**src/rtl/rr_arbiter8_seg_if.sv**
```systemverilog
`default_nettype none
// ============================================================================
//  Module      : rr_arbiter8_seg_if
//  Description : Request/grant bundle for the 8-way round-robin arbiter with
//                7-segment grantee display.
//  Revision    : 1.0 - initial release
// ============================================================================
interface rr_arbiter8_seg_if;
   logic       enable;     // arbitration enable
   logic [7:0] req;        // request lines, bit i is requester i
   logic       done;       // current grantee finished (looked at only while granted)
   logic [7:0] gnt;        // one-hot grant vector
   logic [2:0] gnt_idx;    // binary index of the grantee
   logic       gnt_valid;  // a grant is being held
   logic       timeout;    // one-cycle pulse after a hold-limit release
   logic [6:0] hex0;       // active-low segments, bit0=a .. bit6=g

   // Requester side: drives requests, observes grants
   modport master (
      output enable, req, done,
      input  gnt, gnt_idx, gnt_valid, timeout, hex0
   );

   // Arbiter side
   modport slave (
      input  enable, req, done,
      output gnt, gnt_idx, gnt_valid, timeout, hex0
   );
endinterface
`default_nettype wire

```
**src/rtl/rr_arbiter8_seg.sv**
```systemverilog
`default_nettype none
// ============================================================================
//  Module      : rr_arbiter8_seg
//  Description : 8-requester round-robin arbiter with a bounded hold time,
//                a timeout pulse on forced release and a 7-segment display
//                of the current grantee index.
//  Revision    : 1.0 - initial release
// ============================================================================
module rr_arbiter8_seg #(
   parameter int unsigned MAX_HOLD = 255   // cycles a grant may be held (1..65535)
) (
   input  wire logic            clk,
   input  wire logic            rst_n,
   rr_arbiter8_seg_if.slave     arb
);

   // Counter value at which the grant has been held MAX_HOLD cycles
   localparam logic [15:0] HOLD_LAST = 16'(MAX_HOLD - 1);
   localparam logic [6:0]  SEG_BLANK = 7'h7F;

   typedef enum logic [0:0] {
      IDLE  = 1'b0,
      GRANT = 1'b1
   } state_t;

   // ---------------------------------------------------------------------
   // First set request bit scanning p, p+1, ..., p+7 (mod 8).
   // Result is {found, index}.
   // ---------------------------------------------------------------------
   function automatic logic [3:0] rr_pick(input logic [7:0] r, input logic [2:0] p);
      logic       found;
      logic [2:0] idx;
      logic [2:0] cand;
      found = 1'b0;
      idx   = p;
      for (int k = 0; k < 8; k++) begin
         cand = p + 3'(k);
         if (!found && r[cand]) begin
            found = 1'b1;
            idx   = cand;
         end
      end
      return {found, idx};
   endfunction

   // Active-low segment pattern for a single digit 0..7
   function automatic logic [6:0] seg7(input logic [2:0] d);
      logic [6:0] s;
      case (d)
         3'd0:    s = 7'h40;
         3'd1:    s = 7'h79;
         3'd2:    s = 7'h24;
         3'd3:    s = 7'h30;
         3'd4:    s = 7'h19;
         3'd5:    s = 7'h12;
         3'd6:    s = 7'h02;
         default: s = 7'h78;
      endcase
      return s;
   endfunction

   state_t      state_q,     state_d;
   logic [2:0]  ptr_q,       ptr_d;
   logic [7:0]  gnt_q,       gnt_d;
   logic [2:0]  gnt_idx_q,   gnt_idx_d;
   logic        gnt_valid_q, gnt_valid_d;
   logic        timeout_q,   timeout_d;
   logic [15:0] hold_cnt_q,  hold_cnt_d;
   logic [6:0]  hex0_q,      hex0_d;

   logic [3:0]  pick;
   logic        win_found;
   logic [2:0]  win_idx;
   logic        hold_last;
   logic        owner_req;
   logic        normal_release;

   assign pick      = rr_pick(arb.req, ptr_q);
   assign win_found = pick[3];
   assign win_idx   = pick[2:0];
   assign hold_last = (hold_cnt_q == HOLD_LAST);
   assign owner_req = arb.req[gnt_idx_q];
   // done, a dropped request or the hold limit all end the grant the same way
   assign normal_release = arb.done || !owner_req || hold_last;

   // Next-state and next-output computation for the IDLE/GRANT machine
   always_comb begin
      state_d     = state_q;
      ptr_d       = ptr_q;
      gnt_d       = gnt_q;
      gnt_idx_d   = gnt_idx_q;
      gnt_valid_d = gnt_valid_q;
      timeout_d   = 1'b0;
      hold_cnt_d  = hold_cnt_q;

      case (state_q)
         IDLE: begin
            gnt_d       = '0;
            gnt_valid_d = 1'b0;
            hold_cnt_d  = '0;
            if (arb.enable && win_found) begin
               state_d     = GRANT;
               gnt_d       = 8'(1) << win_idx;
               gnt_idx_d   = win_idx;
               gnt_valid_d = 1'b1;
            end
         end

         GRANT: begin
            if (!arb.enable) begin
               // Disable aborts the grant without rotating priority
               state_d     = IDLE;
               gnt_d       = '0;
               gnt_valid_d = 1'b0;
               hold_cnt_d  = '0;
            end else if (normal_release) begin
               state_d     = IDLE;
               gnt_d       = '0;
               gnt_valid_d = 1'b0;
               hold_cnt_d  = '0;
               ptr_d       = gnt_idx_q + 3'd1;
               // Pulse only when the hold limit alone ended the grant
               timeout_d   = hold_last && !arb.done && owner_req;
            end else begin
               hold_cnt_d  = hold_cnt_q + 16'd1;
            end
         end

         default: begin
            state_d     = IDLE;
            gnt_d       = '0;
            gnt_valid_d = 1'b0;
            hold_cnt_d  = '0;
         end
      endcase
   end

   // Display follows the next grant state so it is registered alongside it
   always_comb begin
      hex0_d = gnt_valid_d ? seg7(gnt_idx_d) : SEG_BLANK;
   end

   // State and registered outputs; reset clears everything asynchronously
   always_ff @(posedge clk or negedge rst_n) begin
      if (!rst_n) begin
         state_q     <= IDLE;
         ptr_q       <= '0;
         gnt_q       <= '0;
         gnt_idx_q   <= '0;
         gnt_valid_q <= 1'b0;
         timeout_q   <= 1'b0;
         hold_cnt_q  <= '0;
         hex0_q      <= SEG_BLANK;
      end else begin
         state_q     <= state_d;
         ptr_q       <= ptr_d;
         gnt_q       <= gnt_d;
         gnt_idx_q   <= gnt_idx_d;
         gnt_valid_q <= gnt_valid_d;
         timeout_q   <= timeout_d;
         hold_cnt_q  <= hold_cnt_d;
         hex0_q      <= hex0_d;
      end
   end

   assign arb.gnt       = gnt_q;
   assign arb.gnt_idx   = gnt_idx_q;
   assign arb.gnt_valid = gnt_valid_q;
   assign arb.timeout   = timeout_q;
   assign arb.hex0      = hex0_q;

endmodule
`default_nettype wire

```
**src/flat_wrapper.sv**
```systemverilog
// flat-port wrapper written by rule: the top's interface ports become plain ports
module rr_arbiter8_seg_flat 
#(
   parameter int unsigned MAX_HOLD = 255                                           
)
  (clk, rst_n, arb_enable, arb_req, arb_done, arb_gnt, arb_gnt_idx, arb_gnt_valid, arb_timeout, arb_hex0);
  rr_arbiter8_seg_if arb_i ();
  input  wire logic clk;
  input  wire logic rst_n;
  input wire logic [$bits(arb_i.enable)-1:0] arb_enable;
  input wire logic [$bits(arb_i.req)-1:0] arb_req;
  input wire logic [$bits(arb_i.done)-1:0] arb_done;
  output wire logic [$bits(arb_i.gnt)-1:0] arb_gnt;
  output wire logic [$bits(arb_i.gnt_idx)-1:0] arb_gnt_idx;
  output wire logic [$bits(arb_i.gnt_valid)-1:0] arb_gnt_valid;
  output wire logic [$bits(arb_i.timeout)-1:0] arb_timeout;
  output wire logic [$bits(arb_i.hex0)-1:0] arb_hex0;
  assign arb_i.enable = arb_enable;
  assign arb_i.req = arb_req;
  assign arb_i.done = arb_done;
  assign arb_gnt = arb_i.gnt;
  assign arb_gnt_idx = arb_i.gnt_idx;
  assign arb_gnt_valid = arb_i.gnt_valid;
  assign arb_timeout = arb_i.timeout;
  assign arb_hex0 = arb_i.hex0;
  rr_arbiter8_seg #(.MAX_HOLD(MAX_HOLD)) u_core (.clk(clk), .rst_n(rst_n), .arb(arb_i));
endmodule
```
**config.mk**
```make
export PLATFORM = sky130hd
export DESIGN_NAME = rr_arbiter8_seg_flat
export DESIGN_NICKNAME = d
export VERILOG_FILES = /design/src/rtl/rr_arbiter8_seg_if.sv /design/src/rtl/rr_arbiter8_seg.sv /design/src/flat_wrapper.sv
export SDC_FILE = /design/constraint.sdc
export NUM_CORES = 1
export LEC_CHECK = 0
export ABC_AREA = 1
export CAP_MARGIN = 25
export CORE_ASPECT_RATIO = 0.75
export CORE_MARGIN = 2
export CORE_UTILIZATION = 29
export DETAILED_ROUTE_END_ITERATION = 10
export DONT_BUFFER_PORTS = 1
export PLACE_DENSITY_LB_ADDON = 0.3
export SLEW_MARGIN = 25
export SYNTH_ARGS = -nofsm -noshare
export SYNTH_HDL_FRONTEND = slang
export SYNTH_SLANG_ARGS = --single-unit
```
**constraint.sdc**
```tcl
create_clock -name clk -period 4.4 [get_ports clk]
set_input_delay 1.32 -clock clk [delete_from_list [all_inputs] [get_ports clk]]
set_output_delay 1.32 -clock clk [all_outputs]
set_load 0.05 [all_outputs]
```
Yosys cells after proc, flatten, opt, wreduce, memory -nomap -nowiden
Cells that the tools add are included. Widths: inputs -> output; s select.

Flip-flop bits (word level): 40. Output and inout port bits: 20. Logic and storage cells: 113.

Add/sub/neg operators: 9. $lt $le $gt $ge: 9. Eq/ne operators: 8. Shift-type cells: 1. Muxes and demuxes: 54. Bitwise logic cells: 1. Reductions and logical operators: 23.

Operators with widths (number): $pmux 7 s7 (1); $lt 3x4->1 const B (9); $mux 16 (2); $pmux 16 s2 (1); $bmux 1 s3 (9); $mux 3 (9); $mux 1 (25); $mux 8 (3); $add 16x1->16 const B (1); $eq 16x8->1 const B (1); $pmux 8 s2 (1); $add 3x3->3 const B (4); $logic_and 1x1->1 (10); $eq 3x3->1 const B (3); $logic_not 1->1 (9); $shl 1x3->8 const A (1); $mux 7 (1); $add 3x1->3 const B (2); $add 3x2->3 const B (2); $eq 3x2->1 const B (2); $pmux 1 s2 (2); $eq 3x1->1 const B (1); $logic_not 3->1 (1); $ne 3x3->1 const B (1); other kinds (3) (4).

Logic depth before layout (Yosys ltp)
Depth in word-level cells: 30. Mapped depth: 24.

Worst setup path after synthesis
No wires, ideal clock.

Path type: input -> register. Start point: input arb_req[2]. End point: register u_core.hex0_q[1] (netlist: u_core.arb.hex0[1]). Library setup time: 0.077 ns. Arrival time: 2.804 ns. Data required time: 4.323 ns. Path slack: 1.519 ns. Stages on the path: 16. Buffers on the path: 0. Cell sequence: nand2_1 > nand3_1 > nand3_1 > nand2_4 > nor2_4 > nand4_4 > nor2_4 > nand2_2 > o21ai_4 > inv_4 > nand3_2 > nand2_2 > nor2_4 > inv_2 > nand3_1 > nand2_1.

Cells in the longest elaborated chain, start to end: 30.

RTL lines: start: declaration (line flat_wrapper.sv:11) `input wire logic [$bits(arb_i.req)-1:0] arb_req;`; $bmux 1 s3 (line rr_arbiter8_seg.sv:38) `if (!found && r[cand]) begin`; $mux 1 (implied by the code) (line rr_arbiter8_seg.sv:38); $mux 1 (line rr_arbiter8_seg.sv:38); $logic_not 1->1 (line rr_arbiter8_seg.sv:38); $logic_and 1x1->1 (line rr_arbiter8_seg.sv:38); $mux 1 (line rr_arbiter8_seg.sv:38); $logic_not 1->1 (line rr_arbiter8_seg.sv:38); $logic_and 1x1->1 (line rr_arbiter8_seg.sv:38); [... 15 more ...]; $mux 1 (line rr_arbiter8_seg.sv:38); $logic_and 1x1->1 (line rr_arbiter8_seg.sv:101) `if (arb.enable && win_found) begin`; $mux 3 (line rr_arbiter8_seg.sv:101); $mux 3 (line rr_arbiter8_seg.sv:96) `case (state_q)`; $eq 3x3->1, or another cell as far along (line rr_arbiter8_seg.sv:49) `case (d)`; $pmux 7 s7 (line rr_arbiter8_seg.sv:49); $mux 7 (*) (line rr_arbiter8_seg.sv:140) `hex0_d = gnt_valid_d ? seg7(gnt_idx_d) : SEG_BLANK;`; named net u_core.hex0_d[1] (line rr_arbiter8_seg.sv:69) `logic [6:0] hex0_q, hex0_d;`; end signal: assignment (line rr_arbiter8_seg.sv:153) `hex0_q <= SEG_BLANK;`; end signal: assignment (line rr_arbiter8_seg.sv:162) `hex0_q <= hex0_d;`; end: declaration (line rr_arbiter8_seg.sv:69).

The timed path passes the listed nets; every way through them passes the cells marked *. The select of a mux whose other input is x is not followed. A chain may end at the register's enable or synchronous reset.

Worst setup path after layout
Start point: register u_core.ptr_q[1]. End point: register u_core.hex0_q[0] (netlist: u_core.arb.hex0[0]).

Cells in the longest elaborated chain, start to end: 30.

RTL lines: start: declaration (line rr_arbiter8_seg.sv:63) `logic [2:0] ptr_q, ptr_d;`; start signal: assignment (line rr_arbiter8_seg.sv:156) `ptr_q <= ptr_d;`; parallel branches: the longest is 25 deep, another holds $add 3x1->3; $mux 3 (*) (line rr_arbiter8_seg.sv:101); $mux 3 (*) (line rr_arbiter8_seg.sv:96); named net u_core.gnt_idx_d[1] (line rr_arbiter8_seg.sv:65) `logic [2:0] gnt_idx_q, gnt_idx_d;`; $eq 3x3->1, or another cell as far along (line rr_arbiter8_seg.sv:49); $pmux 7 s7 (*) (line rr_arbiter8_seg.sv:49); $mux 7 (*) (line rr_arbiter8_seg.sv:140); named net u_core.hex0_d[0] (line rr_arbiter8_seg.sv:69).

Mark *: on every way through the listed nets, which the timed path passes. The select of a mux whose other input is x is not followed.

==> out/qor.txt <==
=================================================================================
Max Clock Skew                                                         0.00401 ns
Source-to-sink clock delay at the later pin of the worst-skew pair        0.28 ns
Required time of the critical path                                        4.60 ns
Quantity of gates resized following cts                                         0
Reported max-cap violation count                                                0
Number of global-route vias before repair                                    2239
Count of mapped cells out of synthesis                                        360
Count of cell types in the netlist                                             41
Most instantiated flip-flop cell in the synthesis netlist            sky130_fd_sc_hd__dfrtp_1
First-pass detailed-route iteration total                                       4
Period utilization                                                          0.719
Critical Path Sink Type                                                  register
Clock slew seen by the registers of the worst setup and hold paths        0.06 ns
Die span in y                                                             89.0 µm
Htree depth                                                                     2
Placeable Area                                                           9500 µm²
Kind of start point of the critical path                                 register
Data arrival time of the critical path                                    3.36 ns
Met2 WL                                                                   2.85 mm
Final worst path period need                                              3.16 ns
Root buffer selected by CTS                                          sky130_fd_sc_hd__clkbuf_16
Routed wl met3                                                             414 µm
Critical path peak fanout                                                       9
Synth Warn #                                                                    0
Maximum buffer depth of the clock tree                                          2
Total nets after synthesis                                                    377
Post-synth EDFFs                                                                0
Post-synth ARST share                                                        1.00
# port buffers                                                                  0
Avg Synthesized Cell Area                                                7.77 µm²
Gr ovfl total                                                                   0
Count of hold-fix buffers inserted at cts                                       0
Kind of path behind the tightest hold check                          register to register
Slew Limit Headroom                                                         0.550
Antenna violations before repair                                                0
Pin slew with the least headroom to its limit                            0.675 ns
Via count                                                                    2339
Most common cell after layout, fill and taps aside                   sky130_fd_sc_hd__nand2_1
Final Wtd Congestion                                                        0.955
Routed wire length                                                        6.63 mm
Number of setup buffers added after CTS                                         0
Average vias per placed instance                                             4.73
Sequential cell area fraction in the yosys report                           0.361
Hold Fails Final Rpt                                                            0
Setup violators final                                                           0
DRT iter0 DRCs                                                                 94
Total routing usage reported by global routing                              0.132
Path type of the worst setup path                                    register to register
Final routed wire length divided by cell count                            13.4 µm
X dimension of the die                                                     117 µm
Maximum number of pins on one net before global-route repair                   41
Initial core utilization                                                    0.294
Post-route met1 wirelength                                                3.25 mm
Detailed Place HPWL                                                       5.17 mm
Post-synthesis cell area                                                 2800 µm²
Ports                                                                          32
Final Max Tran Viols                                                            0
Antenna viol nets, final                                                        0
Topmost layer with routed signal wires                                       met4
Run status                                                           finished clean
TritonCTS clock tree                                                        built
Number of storage elements in the synthesis netlist                            40
RSZ-0062 raised after global routing                                           no
Standard-cell row count                                                        31
Inserted Diodes                                                                 0
Synthesis-to-layout area growth                                             10.7%
Number of fillers in the final layout                                         995
Clock buffer count from CTS                                                     5
Wire length of the first global-routing pass                              11.0 mm
Most frequent cells in the layout                                    sky130_fd_sc_hd__nand2_1 (90), sky130_fd_sc_hd__nand3_1 (38), sky130_fd_sc_hd__inv_1 (34)
Area enclosed by the die boundary                                       10500 µm²
Layout cell share with drive strength beyond 1                              0.207
# clock sinks                                                                  40
DRC violation count after routing                                               0
Layout net count                                                              379
Final TNS setup                                                              0 ns
Max Clk Rate                                                              316 MHz
=================================================================================
[cells in the mapped netlist (2+ instances only)]
cell type                  number  area share
sky130_fd_sc_hd__clkbuf_1       2      0.0027
sky130_fd_sc_hd__nor2_1        28       0.038
sky130_fd_sc_hd__nor3_1         7       0.013
sky130_fd_sc_hd__nand4_1        5       0.011
sky130_fd_sc_hd__o21ai_0       13       0.023
sky130_fd_sc_hd__nor2_4         4       0.016
sky130_fd_sc_hd__dfrtp_1       33        0.30
sky130_fd_sc_hd__xnor2_1        4       0.013
sky130_fd_sc_hd__nand3_1       38       0.068
sky130_fd_sc_hd__dfstp_2        7       0.066
sky130_fd_sc_hd__nor4_1         3      0.0067
sky130_fd_sc_hd__nand2_1       90        0.12
sky130_fd_sc_hd__o211ai_1       2      0.0054
sky130_fd_sc_hd__inv_4          3      0.0067
sky130_fd_sc_hd__clkinv_1       2      0.0027
sky130_fd_sc_hd__xnor2_2        2       0.012
sky130_fd_sc_hd__ha_1           5       0.022
sky130_fd_sc_hd__nand2_2       13       0.029
sky130_fd_sc_hd__xor2_1         4       0.013
sky130_fd_sc_hd__a22o_1         4       0.013
sky130_fd_sc_hd__a21oi_1        9       0.016
sky130_fd_sc_hd__o21ai_1        2      0.0036
sky130_fd_sc_hd__nand2_4       11       0.044
sky130_fd_sc_hd__nand3_2       13       0.047
sky130_fd_sc_hd__inv_2          6      0.0081
sky130_fd_sc_hd__nor2_2         2      0.0045
sky130_fd_sc_hd__inv_1         34       0.046
[per-stage QoR]
step / utilization / worst slack [ns] / hold WS [ns] / instances / area [µm²]
after floorplan: - / 1.52 / 0.455 / 360 / 2800
after global placement: 0.307 / 1.26 / 0.482 / 487 / 2920
after detailed placement: 0.307 / 1.26 / 0.487 / 487 / 2920
after CTS: 0.326 / 1.24 / 0.495 / 495 / 3100
after global routing: 0.326 / 0.957 / 0.528 / 495 / 3100
final: 0.326 / 1.24 / 0.496 / 495 / 3100
[critical path: stages, from the launching register on]
cell and delay, ns:
sky130_fd_sc_hd__dfrtp_1 0.64, sky130_fd_sc_hd__inv_2 0.19, sky130_fd_sc_hd__ha_1 0.42, sky130_fd_sc_hd__inv_1 0.21
sky130_fd_sc_hd__nand3_1 0.14, sky130_fd_sc_hd__nand3_1 0.13, sky130_fd_sc_hd__nand2_4 0.09, sky130_fd_sc_hd__nor2_4 0.14
sky130_fd_sc_hd__nand4_4 0.10, sky130_fd_sc_hd__nor2_4 0.14, sky130_fd_sc_hd__nand2_2 0.08, sky130_fd_sc_hd__o21ai_4 0.24
sky130_fd_sc_hd__inv_4 0.09, sky130_fd_sc_hd__nand3_2 0.11, sky130_fd_sc_hd__nand2_2 0.09, sky130_fd_sc_hd__inv_2 0.10
sky130_fd_sc_hd__nor2_2 0.04, sky130_fd_sc_hd__nand2_2 0.06, sky130_fd_sc_hd__nand3_1 0.08
[layout make-up]
class                      count  area [µm²]  area share
tap                          132         165      0.0534
clock buffer                   6         139      0.0449
multi-input combinational    269        1560       0.504
timing repair buffer           1        7.51     0.00243
inverter                      45         176      0.0570
clock inverter                 2        38.8      0.0125
sequential                    40        1010       0.326
[logic make-up (layout without fill, tap and decap cells)]
kind of cell / Yosys count / after routing / share of synthesized area
compound gates: 37 / 37 / 0.0850
xor+xnor: 10 / 10 / 0.0367
fa+ha+maj: 5 / 5 / 0.0224
buf+inv: 51 / 54 / 0.0814
flops: 40 / 40 / 0.361
simple gates: 217 / 217 / 0.413
[per-layer routing]
metal,up-vias,global-route usage
met5,-,0
met4,0,0.0471
met3,10,0.0402
met2,63,0.203
li1,1178,-
met1,1088,0.178
[registers in the layout (all words and copies together) (netlist names)]
name,flops
u_core.arb.gnt,8
u_core.arb.gnt_idx,3
u_core.arb.gnt_valid,1
u_core.arb.hex0,7
u_core.arb.timeout,1
u_core.hold_cnt_q,16
u_core.ptr_q,3
u_core.state_q,1
[worst paths after layout]
kind	from	end	slack, ns	cells past startpoint
worst max-delay path	u_core.ptr_q[1]$_DFFE_PN0P_	u_core.arb.hex0[0]$_DFF_PN1_	1.24	18
worst min-delay path	u_core.hold_cnt_q[0]$_DFF_PN0_	u_core.hold_cnt_q[0]$_DFF_PN0_	0.50	1
worst max register to register	u_core.ptr_q[1]$_DFFE_PN0P_	u_core.arb.hex0[0]$_DFF_PN1_	1.24	18
worst min register to register	u_core.hold_cnt_q[0]$_DFF_PN0_	u_core.hold_cnt_q[0]$_DFF_PN0_	0.50	1
max in group asynchronous	rst_n	u_core.arb.hex0[2]$_DFF_PN1_	3.49	0
min in group asynchronous	rst_n	u_core.hold_cnt_q[4]$_DFF_PN0_	0.73	0
Power is left out: the tool's default activity adds up to more than one toggle a clock period on the data nets, which glitch-free logic cannot reach.
